**src/rtl/alu_share_arbiter.sv**
```systemverilog
// Shares one combinational ALU between two requesters (round-robin), registered operands and response.
// Latency: grant edge to resp_valid high is 2 edges; peak throughput one op per 2 cycles.
// Backpressure: resp_ready=0 holds the response stable and blocks every new grant.
module alu_share_arbiter #(
  parameter int DATA_W    = 32,
  parameter int OP_W      = 4,
  parameter int SH_W      = 5,
  parameter bit PRIO_INIT = 1'b0
) (
  input  logic              clk,
  input  logic              rst,
  input  logic              r0_valid,
  output logic              r0_ready,
  input  logic [DATA_W-1:0] r0_a,
  input  logic [DATA_W-1:0] r0_b,
  input  logic [OP_W-1:0]   r0_op,
  input  logic [SH_W-1:0]   r0_shamt,
  input  logic              r1_valid,
  output logic              r1_ready,
  input  logic [DATA_W-1:0] r1_a,
  input  logic [DATA_W-1:0] r1_b,
  input  logic [OP_W-1:0]   r1_op,
  input  logic [SH_W-1:0]   r1_shamt,
  output logic [DATA_W-1:0] alu_a,
  output logic [DATA_W-1:0] alu_b,
  output logic [OP_W-1:0]   alu_op,
  output logic [SH_W-1:0]   alu_shamt,
  input  logic [DATA_W-1:0] alu_result,
  input  logic              alu_fZero,
  input  logic              alu_fSign,
  input  logic              alu_fCarry,
  output logic              resp_valid,
  input  logic              resp_ready,
  output logic              resp_id,
  output logic [DATA_W-1:0] resp_result,
  output logic              resp_zero,
  output logic              resp_sign,
  output logic              resp_carry,
  output logic              resp_err,
  output logic              busy
);

  typedef enum logic [1:0] {IDLE, EXEC, RESP} state_t;

  state_t            state;
  state_t            state_nxt;
  logic              rr_ptr;
  logic              can_grant;
  logic              gnt_vld;
  logic              gnt_id;
  logic              op_legal_q;

  logic [DATA_W-1:0] opr_a;
  logic [DATA_W-1:0] opr_b;
  logic [OP_W-1:0]   opr_op;
  logic [SH_W-1:0]   opr_shamt;
  logic              opr_id;

  // Opcode set the ALU actually implements; anything else is reported as an error.
  function automatic logic op_legal(input logic [OP_W-1:0] op);
    case (op)
      OP_W'(0), OP_W'(1), OP_W'(2), OP_W'(3), OP_W'(4), OP_W'(5),
      OP_W'(8), OP_W'(10), OP_W'(11), OP_W'(12), OP_W'(14), OP_W'(15): op_legal = 1'b1;
      default: op_legal = 1'b0;
    endcase
  endfunction

  // The ALU only ever sees the registered operands.
  assign alu_a      = opr_a;
  assign alu_b      = opr_b;
  assign alu_op     = opr_op;
  assign alu_shamt  = opr_shamt;
  assign busy       = (state != IDLE);
  assign op_legal_q = op_legal(opr_op);

  // Grant decision and next state; a grant frees the slot in the same cycle the response drains.
  always_comb begin
    state_nxt = state;
    can_grant = 1'b0;
    gnt_vld   = 1'b0;
    gnt_id    = 1'b0;
    r0_ready  = 1'b0;
    r1_ready  = 1'b0;
    can_grant = !rst && ((state == IDLE) || ((state == RESP) && resp_ready));
    gnt_vld   = can_grant && (r0_valid || r1_valid);
    gnt_id    = (r0_valid && r1_valid) ? rr_ptr : r1_valid;
    r0_ready  = gnt_vld && !gnt_id;
    r1_ready  = gnt_vld && gnt_id;
    case (state)
      IDLE:    state_nxt = gnt_vld ? EXEC : IDLE;
      EXEC:    state_nxt = RESP;
      RESP:    state_nxt = resp_ready ? (gnt_vld ? EXEC : IDLE) : RESP;
      default: state_nxt = IDLE;
    endcase
  end

  // State register and round-robin pointer; the pointer favours the loser of each grant.
  always_ff @(posedge clk or posedge rst) begin
    if (rst) begin
      state  <= IDLE;
      rr_ptr <= PRIO_INIT;
    end else begin
      state <= state_nxt;
      if (gnt_vld) rr_ptr <= ~gnt_id;
    end
  end

  // Operand stage: requester inputs are sampled only on their own grant edge.
  always_ff @(posedge clk or posedge rst) begin
    if (rst) begin
      opr_a     <= '0;
      opr_b     <= '0;
      opr_op    <= '0;
      opr_shamt <= '0;
      opr_id    <= 1'b0;
    end else if (gnt_vld) begin
      opr_a     <= gnt_id ? r1_a     : r0_a;
      opr_b     <= gnt_id ? r1_b     : r0_b;
      opr_op    <= gnt_id ? r1_op    : r0_op;
      opr_shamt <= gnt_id ? r1_shamt : r0_shamt;
      opr_id    <= gnt_id;
    end
  end

  // Response channel: capture at the end of EXEC, drop valid only when drained with nothing queued.
  always_ff @(posedge clk or posedge rst) begin
    if (rst) begin
      resp_valid  <= 1'b0;
      resp_id     <= 1'b0;
      resp_result <= '0;
      resp_zero   <= 1'b0;
      resp_sign   <= 1'b0;
      resp_carry  <= 1'b0;
      resp_err    <= 1'b0;
    end else if (state == EXEC) begin
      resp_valid  <= 1'b1;
      resp_id     <= opr_id;
      resp_result <= op_legal_q ? alu_result : '0;
      resp_zero   <= op_legal_q ? alu_fZero  : 1'b0;
      resp_sign   <= op_legal_q ? alu_fSign  : 1'b0;
      resp_carry  <= op_legal_q ? alu_fCarry : 1'b0;
      resp_err    <= !op_legal_q;
    end else if ((state == RESP) && resp_ready && !gnt_vld) begin
      resp_valid  <= 1'b0;
    end
  end

endmodule

```
**config.mk**
```make
export PLATFORM = sky130hd
export DESIGN_NAME = alu_share_arbiter
export DESIGN_NICKNAME = d
export VERILOG_FILES = /design/src/rtl/alu_share_arbiter.sv
export SDC_FILE = /design/constraint.sdc
export NUM_CORES = 1
export LEC_CHECK = 0
export CAP_MARGIN = 20
export CORE_AREA = 2 2 122 124
export DETAILED_ROUTE_END_ITERATION = 6
export DIE_AREA = 0 0 124 126
export GPL_TIMING_DRIVEN = 0
export HOLD_SLACK_MARGIN = 0.06
export PLACE_DENSITY = 0.79
export RECOVER_POWER = 25
export SLEW_MARGIN = 20
export SYNTH_ARGS = -nofsm -noshare
export SYNTH_HDL_FRONTEND = slang
export SYNTH_SLANG_ARGS = --single-unit
```
**constraint.sdc**
```tcl
create_clock -name clk -period 4.2 [get_ports clk]
set_input_delay 0.84 -clock clk [delete_from_list [all_inputs] [get_ports clk]]
set_output_delay 0.84 -clock clk [all_outputs]
set_load 0.02 [all_outputs]
```
==> results.txt <==
* Run status: complete, but fails checks
* Violated checks: max-capacitance violations, max-slew violations
* Worst Min Path Start: resp_result[3]$_DFFE_PP0P_
- Final hold slack: 504.9 ps
- Number of CTS-inserted buffers: 17
* Clock root buffer: clkbuf_16
- Summing all placed instances gives a cell area of 0.008755 sq mm.
* Avg Vias per Cell: approximately 5.6
- The floorplan step defined a core boundary enclosing ~0.014 sq mm.
- Cell Pwr Density: about 570 mW/mm^2
- Average instance area after synthesis: between 10 and 15 sq um
- Synthesized Nets: 726
- Area of all placed cells without fillers: a little over 0.009 sq mm
- Total number of vias: between 5000 and 6000
- For this block, the initial DRC count from the detailed router was 426.
* Largest voltage drop on the vdd net: roughly 0.00026 V
- Clk Latency, worst-skew pair: about 410 ps
* Starting Density: approximately two fifths
- Unrepaired setup endpoints after global routing: false
* Overflow after GRT: 0
- Final RePlAce weighted congestion: 0.8238
- Kind of end point of the critical path: primary output
- Vias in the first global route: 5732
- Net count, final: ~1000
* Slew Limit Fails: between 50 and 60
* Fin crit period: 3743 ps
- FP Rows: 44
- Wirelength, routed: roughly 21000 um
* Final setup vio count: 0
- Maximum number of pins on one net before global-route repair: 60
- Width of the die: 124 um
- The synthesized netlist contains 23 unique library cells.
- Worst-case clock buffer depth: 2
* Endpoint of the worst hold-timing path: resp_result[3]$_DFFE_PP0P_
* Worst setup path class: in -> out
- Mapped cell area: 0.005499 sq mm
- Setup Fix Bufs, Post-CTS: 0
- Die height: 126 um
* Register area share after synthesis: a little over half
* DRT antenna net count: 0
- At the end of the flow the core is filled with cells to 65.20%.
- The post-route netlist has slightly above 6% of its cells at a drive strength greater than 1.
- The worst hold path belongs to the class reg -> reg.
- Standby leakage power: between 3 and 4 nW
* Antenna violations before repair: 1
- The die covers 0.01562 sq mm.
- Excluding fillers, the count of instances in the completed layout stands at 1057.
- The most critical setup path has its startpoint at r0_valid.
* Worst-case register-to-register setup slack: ~1900 ps
- Of all nets on the critical path, the largest fanout is 10.
- The startpoint identified for the worst register-to-register timing path is alu_op[3]$_DFFE_PP0P_.
* Post-route fraction of the period consumed by the critical path: about 90%
* Io pins: 300
- The worst register-to-register path ends at resp_result[30]$_DFFE_PP0P_.
* Final total power: between 5 and 6 mW
* Total routing resource utilization after global routing: about a quarter
* Hold bufs inserted after CTS: 0
* Register-to-Register Path Depth: 4
- DR WL/cell: between 15 and 20 um
- Worst slew margin: -51.20%
* Slew at the pin closest to its max-slew limit: about 2300 ps
* MaxCap Viol Count: 1
* Total half-perimeter wirelength after legalization and detailed placement: around 15000 um
- Total iterations of the first detailed-routing run: 5
- Layout-stage area growth over the synthesis result: 69.72%
- Data on the critical path is required at its endpoint by 3360 ps.
- Derived from the worst setup path, the maximum achievable clock frequency is approximately 0.27 GHz.
* CTS clock-pin slew for the worst setup and hold paths: approximately 50 ps
- Flip-flop and latch count after synthesis: 115
* First-pass GRT wire length: between 30000 and 40000 um
- After detailed routing, the number of remaining DRC violations is 0.
- Clock tree from TritonCTS: yes
* Worst setup skew after layout: 8.699 ps
* Mapped Cells: 540
* Count of buffers from port buffering: approximately 300
- Final hold vios: 0
- Hold path cells: 1
* Top cells by area, synth: dfrtp_1, a31oi_1, nand3b_1
- Synth warn: 0
- Worst EP arrival: between 2000 and 3000 ps
- The H-tree generated during clock tree synthesis spans 4 levels.
- The worst setup path is launched from an input pin.
- Count of placed standard cells including taps: between 1000 and 1500
* Share of the synthesized area in the top cell type: 52.33%
- Clock net sink count: around 120
* Post-CTS sizing: 0
* Area leader, netlist: dfrtp_1
cell usage after synthesis, drive strengths merged:
cell / count
a31oi: 146
dfrtp: 115
o21ai: 75
nand3b: 73
clkbuf: 44
a22o: 35
buf: 27
inv: 6
mux2: 3
nand2b: 3
nor2: 3
a21oi: 2
nor2b: 2
a311oi: 1
and3b: 1
nand2: 1
nand3: 1
o21ba: 1
or2: 1
sequential cells by signal (all words and copies together), names as in the netlist:
name	flops
alu_shamt	5
alu_op	4
alu_a	32
resp_id	1
resp_sign	1
state	2
resp_valid	1
opr_id	1
resp_err	1
resp_carry	1
resp_result	32
rr_ptr	1
alu_b	32
resp_zero	1
power breakdown:
part           switching (mW)  internal, mW  total, mW
logic                    1.10          1.09       2.19
registers               0.207          1.47       1.68
clock network           0.522         0.978       1.50
total                    1.83          3.53       5.36
cell type report:
| type | instances | area, sq um |
|---|---|---|
| fillers | 1175 | 4981 |
| repair buffers | 300 | 3020 |
| flip-flops and latches | 115 | 2878 |
| multi-input cells | 348 | 2272 |
| clock buffers | 20 | 466.7 |
| plain buffers | 71 | 285.3 |
| well taps | 184 | 230.2 |
| clock inverters | 12 | 155.1 |
| inverters | 6 | 22.52 |
| diodes | 1 | 2.502 |
cells in the final DEF, fill, tap and decap left out, drive strengths merged, types with 2 or more instances in the layout:
master	instances
clkdlybuf4s50	298
a31oi	146
dfrtp	115
o21ai	75
nand3b	73
clkbuf	68
a22o	35
buf	24
inv	6
clkinvlp	5
clkinv	4
nand2b	3
nor2	3
mux2	3
bufinv	3
nor2b	2
a21oi	2
worst max path at each step:
stage | to | slack, ps
finish | r0_ready | 460
global route | r0_ready | 270
CTS | r0_ready | 430
detailed placement | r0_ready | 440
global placement | resp_err$_DFFE_PP0P_ | -1470
floorplan | alu_a[0]$_DFFE_PP0P_ | 320
routing by layer:
layer	up-vias	part of all wire (%)	track usage, %
li1	2745	-	-
met1	2848	39	31.30
met2	315	49	43.18
met3	43	10	8.243
met4	0	2.4	8.328
met5	-	0	0
worst max-delay path: stages:
cell	delay, ps
clkdlybuf4s50_1	480
nor2b_1	240
clkbuf_1	450
nor2_1	120
nor2_1	120
clkdlybuf4s50_1	660
metrics by stage:
step / TNS [ps] / worst slack (ps)
floorplan: 0 / 315.9
global placement: -168590 / -1472
detailed placement: 0 / 442.3
CTS: 0 / 426.2
global route: 0 / 265.5
finish: 0 / 456.6
kinds of logic after synthesis:
| logic type | count (synthesis) | share of synthesized area [%] |
|---|---|---|
| compound gates | 260 | 29.85 |
| buf+inv | 77 | 6.030 |
| flops | 115 | 52.33 |
| simple gates | 85 | 11.17 |
| mux | 3 | 0.6143 |
(Power assumes the default switching activity.)
